File: src/rtl/control_unit_if.sv
// Instruction/register-file bus between the byte source and the control unit.
interface control_unit_if;
    localparam int unsigned INSTR_W = 8;
    localparam int unsigned ADDR_W  = 2;
    localparam int unsigned OP_W    = 3;

    logic [INSTR_W-1:0] instr_in;
    logic               instr_valid;
    logic               instr_ready;
    logic [ADDR_W-1:0]  raAddress;
    logic [ADDR_W-1:0]  rbAddress;
    logic               regWrite;
    logic [OP_W-1:0]    aluOp;
    logic               wbSel;
    logic [INSTR_W-1:0] immData;
    logic               halted;
    logic               illegal;

    // Byte source side: offers instructions, observes decoded controls.
    modport master (
        output instr_in, instr_valid,
        input  instr_ready, raAddress, rbAddress, regWrite, aluOp,
               wbSel, immData, halted, illegal
    );

    // Control unit side.
    modport slave (
        input  instr_in, instr_valid,
        output instr_ready, raAddress, rbAddress, regWrite, aluOp,
               wbSel, immData, halted, illegal
    );
endinterface

File: src/rtl/control_unit.sv
// Multi-cycle instruction sequencer feeding the register file and ALU.
// One instruction in flight; all outputs registered.
module control_unit #(
    parameter bit HALT_ON_ILLEGAL = 1'b0
) (
    input logic           clk,
    input logic           reset,
    control_unit_if.slave bus
);
    localparam int unsigned OPC_W = 4;

    localparam logic [OPC_W-1:0] OPC_NOP  = 4'd0;
    localparam logic [OPC_W-1:0] OPC_MOV  = 4'd6;
    localparam logic [OPC_W-1:0] OPC_LDI  = 4'd7;
    localparam logic [OPC_W-1:0] OPC_HALT = 4'd15;

    typedef enum logic [2:0] {
        S_FETCH,
        S_DECODE,
        S_EXEC,
        S_WRITE,
        S_IMM,
        S_HALT
    } state_t;

    state_t           state;
    logic [OPC_W-1:0] op_q;

    // Sequencer: state, latched opcode and every registered output.
    always_ff @(posedge clk) begin
        if (reset) begin
            state           <= S_FETCH;
            op_q            <= '0;
            bus.instr_ready <= 1'b1;
            bus.raAddress   <= '0;
            bus.rbAddress   <= '0;
            bus.regWrite    <= 1'b0;
            bus.aluOp       <= '0;
            bus.wbSel       <= 1'b0;
            bus.immData     <= '0;
            bus.halted      <= 1'b0;
            bus.illegal     <= 1'b0;
        end else begin
            bus.regWrite <= 1'b0;
            case (state)
                S_FETCH: begin
                    if (bus.instr_valid) begin
                        op_q          <= bus.instr_in[7:4];
                        bus.raAddress <= bus.instr_in[3:2];
                        bus.rbAddress <= bus.instr_in[1:0];
                        if (bus.instr_in[7:4] == OPC_LDI) begin
                            state <= S_IMM;
                        end else begin
                            state           <= S_DECODE;
                            bus.instr_ready <= 1'b0;
                        end
                    end
                end
                S_DECODE: begin
                    if (op_q == OPC_NOP) begin
                        state           <= S_FETCH;
                        bus.instr_ready <= 1'b1;
                    end else if (op_q == OPC_HALT) begin
                        state      <= S_HALT;
                        bus.halted <= 1'b1;
                    end else if (op_q <= OPC_MOV) begin
                        // ADD..XOR map to aluOp 0..4, MOV maps to PASSB (5).
                        state     <= S_EXEC;
                        bus.aluOp <= 3'(op_q - 4'd1);
                    end else begin
                        bus.illegal <= 1'b1;
                        if (HALT_ON_ILLEGAL) begin
                            state      <= S_HALT;
                            bus.halted <= 1'b1;
                        end else begin
                            state           <= S_FETCH;
                            bus.instr_ready <= 1'b1;
                        end
                    end
                end
                S_EXEC: begin
                    state        <= S_WRITE;
                    bus.regWrite <= 1'b1;
                    bus.wbSel    <= 1'b0;
                end
                S_WRITE: begin
                    state           <= S_FETCH;
                    bus.instr_ready <= 1'b1;
                end
                S_IMM: begin
                    if (bus.instr_valid) begin
                        state           <= S_WRITE;
                        bus.immData     <= bus.instr_in;
                        bus.regWrite    <= 1'b1;
                        bus.wbSel       <= 1'b1;
                        bus.instr_ready <= 1'b0;
                    end
                end
                S_HALT: begin
                    bus.instr_ready <= 1'b0;
                    bus.halted      <= 1'b1;
                end
                default: begin
                    state           <= S_FETCH;
                    bus.instr_ready <= 1'b1;
                end
            endcase
        end
    end
endmodule

File: src/flat_wrapper.sv
// flat-port wrapper written by rule: the top's interface ports become plain ports
module control_unit_flat 
#(
    parameter bit HALT_ON_ILLEGAL = 1'b0
)
  (clk, reset, bus_instr_in, bus_instr_valid, bus_instr_ready, bus_raAddress, bus_rbAddress, bus_regWrite, bus_aluOp, bus_wbSel, bus_immData, bus_halted, bus_illegal);
  control_unit_if bus_i ();
  input logic clk;
  input logic reset;
  input wire logic [$bits(bus_i.instr_in)-1:0] bus_instr_in;
  input wire logic [$bits(bus_i.instr_valid)-1:0] bus_instr_valid;
  output wire logic [$bits(bus_i.instr_ready)-1:0] bus_instr_ready;
  output wire logic [$bits(bus_i.raAddress)-1:0] bus_raAddress;
  output wire logic [$bits(bus_i.rbAddress)-1:0] bus_rbAddress;
  output wire logic [$bits(bus_i.regWrite)-1:0] bus_regWrite;
  output wire logic [$bits(bus_i.aluOp)-1:0] bus_aluOp;
  output wire logic [$bits(bus_i.wbSel)-1:0] bus_wbSel;
  output wire logic [$bits(bus_i.immData)-1:0] bus_immData;
  output wire logic [$bits(bus_i.halted)-1:0] bus_halted;
  output wire logic [$bits(bus_i.illegal)-1:0] bus_illegal;
  assign bus_i.instr_in = bus_instr_in;
  assign bus_i.instr_valid = bus_instr_valid;
  assign bus_instr_ready = bus_i.instr_ready;
  assign bus_raAddress = bus_i.raAddress;
  assign bus_rbAddress = bus_i.rbAddress;
  assign bus_regWrite = bus_i.regWrite;
  assign bus_aluOp = bus_i.aluOp;
  assign bus_wbSel = bus_i.wbSel;
  assign bus_immData = bus_i.immData;
  assign bus_halted = bus_i.halted;
  assign bus_illegal = bus_i.illegal;
  control_unit #(.HALT_ON_ILLEGAL(HALT_ON_ILLEGAL)) u_core (.clk(clk), .reset(reset), .bus(bus_i));
endmodule
File: config.mk
export PLATFORM = sky130hd
export DESIGN_NAME = control_unit_flat
export DESIGN_NICKNAME = d
export VERILOG_FILES = /design/src/rtl/control_unit_if.sv /design/src/rtl/control_unit.sv /design/src/flat_wrapper.sv
export SDC_FILE = /design/constraint.sdc
export NUM_CORES = 1
export LEC_CHECK = 0
export ABC_AREA = 0
export CAP_MARGIN = 20
export CORE_MARGIN = 1.5
export CORE_UTILIZATION = 49
export CTS_BUF_LIST = sky130_fd_sc_hd__clkbuf_4
export DETAILED_ROUTE_END_ITERATION = 10
export PLACE_DENSITY_LB_ADDON = 0.08
export SYNTH_ARGS = -nofsm -noshare
export SYNTH_HDL_FRONTEND = slang
export SYNTH_SLANG_ARGS = --single-unit
File: constraint.sdc
create_clock -name clk -period 1.8 [get_ports clk]
set_input_delay 0.36 -clock clk [delete_from_list [all_inputs] [get_ports clk]]
set_output_delay 0.36 -clock clk [all_outputs]
set_load 0.01 [all_outputs]
==> impl_metrics.json <==
{
  "synthSimpleGateAreaFrac_pct": 20.5,
  "firstDrtPassIters": 4,
  "drt_iter0_drc": 14,
  "pre_cts_ws_ns": -0.00794,
  "synth_fa_ha_area_share_pct": 3.26,
  "clockBufferDepth": 2,
  "grt_pass1_vias": 973,
  "layout_common_cells": "36 x nand2_1, 30 x clkdlybuf4s50_1, 26 x dfxtp_1, 25 x a21oi_1, 12 x buf_4",
  "crit_chain": "inv_1, ha_1, and3b_1, o21ai_0, a222oi_1, mux2i_1",
  "grtUsageTotal_pct": 21.3,
  "end_kind": "flop",
  "multi_input_comb_area_um2": 552,
  "yosysWarnings": 0,
  "grt_pass1_wl_mm": 4.23,
  "crit_family": "compound AO/OA/AOI/OAI gates",
  "die_w_um": 51.4,
  "yosys_register_bits": 27,
  "cp.required_ns": 2.07,
  "muxShareOfSynthArea_pct": 1.74,
  "fmax_mhz": 609,
  "post-route-drc-count": 0,
  "regArea_um2": 542,
  "io_pins": 31,
  "path_max_fanout": 4,
  "finalCritPeriodShare_pct": 91.3,
  "synth_top_family_by_area": "compound AO/OA/AOI/OAI gates",
  "layout.nets": 195,
  "utilization_pct": 71.1,
  "timing.final.ws_setup_ns": 0.157,
  "synth.net_count": 154,
  "timing.hold.ws_ns": 0.467,
  "finClkSkew_ns": 0.00253,
  "totalPowerFinal_uw": 1140,
  "hpwl_mm": 1.86,
  "clk_pin_slew_ns": 0.15,
  "tightest_slew_ns": 0.400,
  "start_util_pct": 52.0,
  "worstSetupStartpointType": "flop",
  "wl_per_cell_um": 12.1,
  "slowest_stage": "dfxtp_2",
  "drv_slew": 0,
  "syn_inst": 140,
  "cts_hold_buf": 0,
  "coreArea_mm2": 0.00221,
  "drv_cap": 0,
  "min_period_ns": 1.64,
  "rows": 17,
  "cp-startpoint": "u_core.op_q[0]",
  "drive_gt1_share_pct": 10.6,
  "h-tree-depth": 1,
  "setup_viol": 0,
  "status": "finished clean",
  "worstSetupPathType": "reg -> reg",
  "vias": 1076,
  "relSlewSlack_pct": 73.3,
  "n_antenna_cell": 0,
  "rr_startpoint": "u_core.op_q[0]",
  "hp-class": "reg -> reg",
  "routed_wl_mm": 2.52,
  "grt-ovfl-total": 0,
  "antenna_found_initial": 0,
  "cp.arrival_ns": 1.91,
  "synth_area_mm2": 0.00115,
  "clockRootBuffer": "clkbuf_4",
  "syn_avg_cell_area_um2": 8.21,
  "ant_nets": 0,
  "hold_viol_final": 0,
  "io_buffers": 30,
  "synth_cell_types": 28,
  "yosysSeqAreaShare_pct": 47.0,
  "synth-xor-area-share_pct": 0.762,
  "synth_compound_area_share_pct": 21.8,
  "cts_sinks": 27,
  "insertion_delay_ns": 0.32,
  "critPathBufInv": 1,
  "grt_max_degree": 18,
  "layout_commonest_cell": "nand2_1",
  "leakagePower_uw": 0.000570,
  "max_stage_delay_ns": 0.38,
  "numCtsBuffers": 3,
  "area_growth_pct": 36.8,
  "gp_congestion": 0.829,
  "die_y_um": 51.4,
  "power_density_mw_per_mm2": 722,
  "rsz0062_at_grt": "no",
  "via_per_inst": 5.17,
  "cts_tree": "yes",
  "regToRegSetupSlack_ns": 0.16,
  "setup_tns_ns": 0,
  "dieArea_mm2": 0.00265,
  "min_from": "u_core.bus.immData[6]",
  "nFillCells": 201,
  "peakVddDrop_v": 0.000485
}
[tightest hold or removal path, cell delays in order, from the launching register on]
cell and delay (ns):
dfxtp_1 0.34, nand2_1 0.05, a21oi_1 0.05
[per-stage QoR]
step           instances  area (um2)
2_1_floorplan        140        1150
3_3_place_gp         202        1530
3_5_place_dp         202        1530
4_1_cts              206        1560
5_1_grt              208        1570
6_report             208        1570
[what timing repair did]
item                       in CTS  in global routing
resized for setup               0                  1
setup endpoints to repair       0                  4
buffers inserted                0                  2
[layer usage]
layer,track usage (%),part of all wire [%],vias to the layer above
li1,-,-,557
met1,28.2,46,495
met2,33.8,48,22
met5,0,0,-
met3,3.80,5.1,2
met4,9.21,0.55,0
[cell usage after synthesis, drive strengths merged]
master / n / area [um2]
dfxtp: 27 / 541
a2111oi: 1 / 27.5
a222oi: 1 / 10.0
clkbuf: 3 / 11.3
a31oi: 2 / 12.5
nor2b: 1 / 6.26
mux2i: 2 / 20.0
buf: 3 / 20.0
o21ai: 3 / 15.0
xnor2: 1 / 8.76
nor3: 2 / 10.0
nor2: 8 / 30.0
nor3b: 1 / 7.51
o31ai: 1 / 7.51
a211oi: 5 / 37.5
nor4b: 1 / 8.76
nand2b: 1 / 6.26
and3b: 1 / 8.76
or3: 1 / 6.26
nand3: 1 / 5.00
a21oi: 25 / 125
nand2: 36 / 135
o21a: 2 / 15.0
ha: 3 / 37.5
inv: 7 / 26.3
or3b: 1 / 11.3
[sequential cells by signal (all words and copies together), names as in the netlist]
signal / count
u_core.op_q: 4
u_core.state: 3
u_core.bus.aluOp: 3
u_core.bus.halted: 1
u_core.bus.regWrite: 1
u_core.bus.illegal: 1
u_core.bus.wbSel: 1
u_core.bus.rbAddress: 2
u_core.bus.raAddress: 2
u_core.bus.instr_ready: 1
u_core.bus.immData: 8
[worst paths after layout]
kind                       endpoint  depth (start not counted)
max          u_core.bus.instr_ready                          6
min           u_core.bus.immData[6]                          2
max reg2reg  u_core.bus.instr_ready                          6
min reg2reg   u_core.bus.immData[6]                          2
[power by group]
part	total [uW]	internal, uW	switching, uW
combinational	223	116	107
sequential	648	627	20.5
clock	264	83.4	181
[cell type report]
class                   instances  share of cell area [%]
clock buffers                   3                    1.43
flip-flops and latches         27                    34.4
repair buffers                 42                    24.8
clock inverters                 1                   0.318
well taps                      28                    2.23
multi-input cells             100                    35.1
inverters                       7                    1.67
[cells by family (layout without fill, tap and decap cells)]
kind of cell / Yosys count / count (layout)
multiplexers: 2 / 2
AND/OR/NAND/NOR: 54 / 54
adder cells (fa/ha/maj): 3 / 3
XOR/XNOR: 1 / 1
flip-flops: 27 / 27
buffers and inverters: 13 / 53
AO/OA/AOI/OAI: 40 / 40
Note: power is estimated with default switching activity, not from simulation.
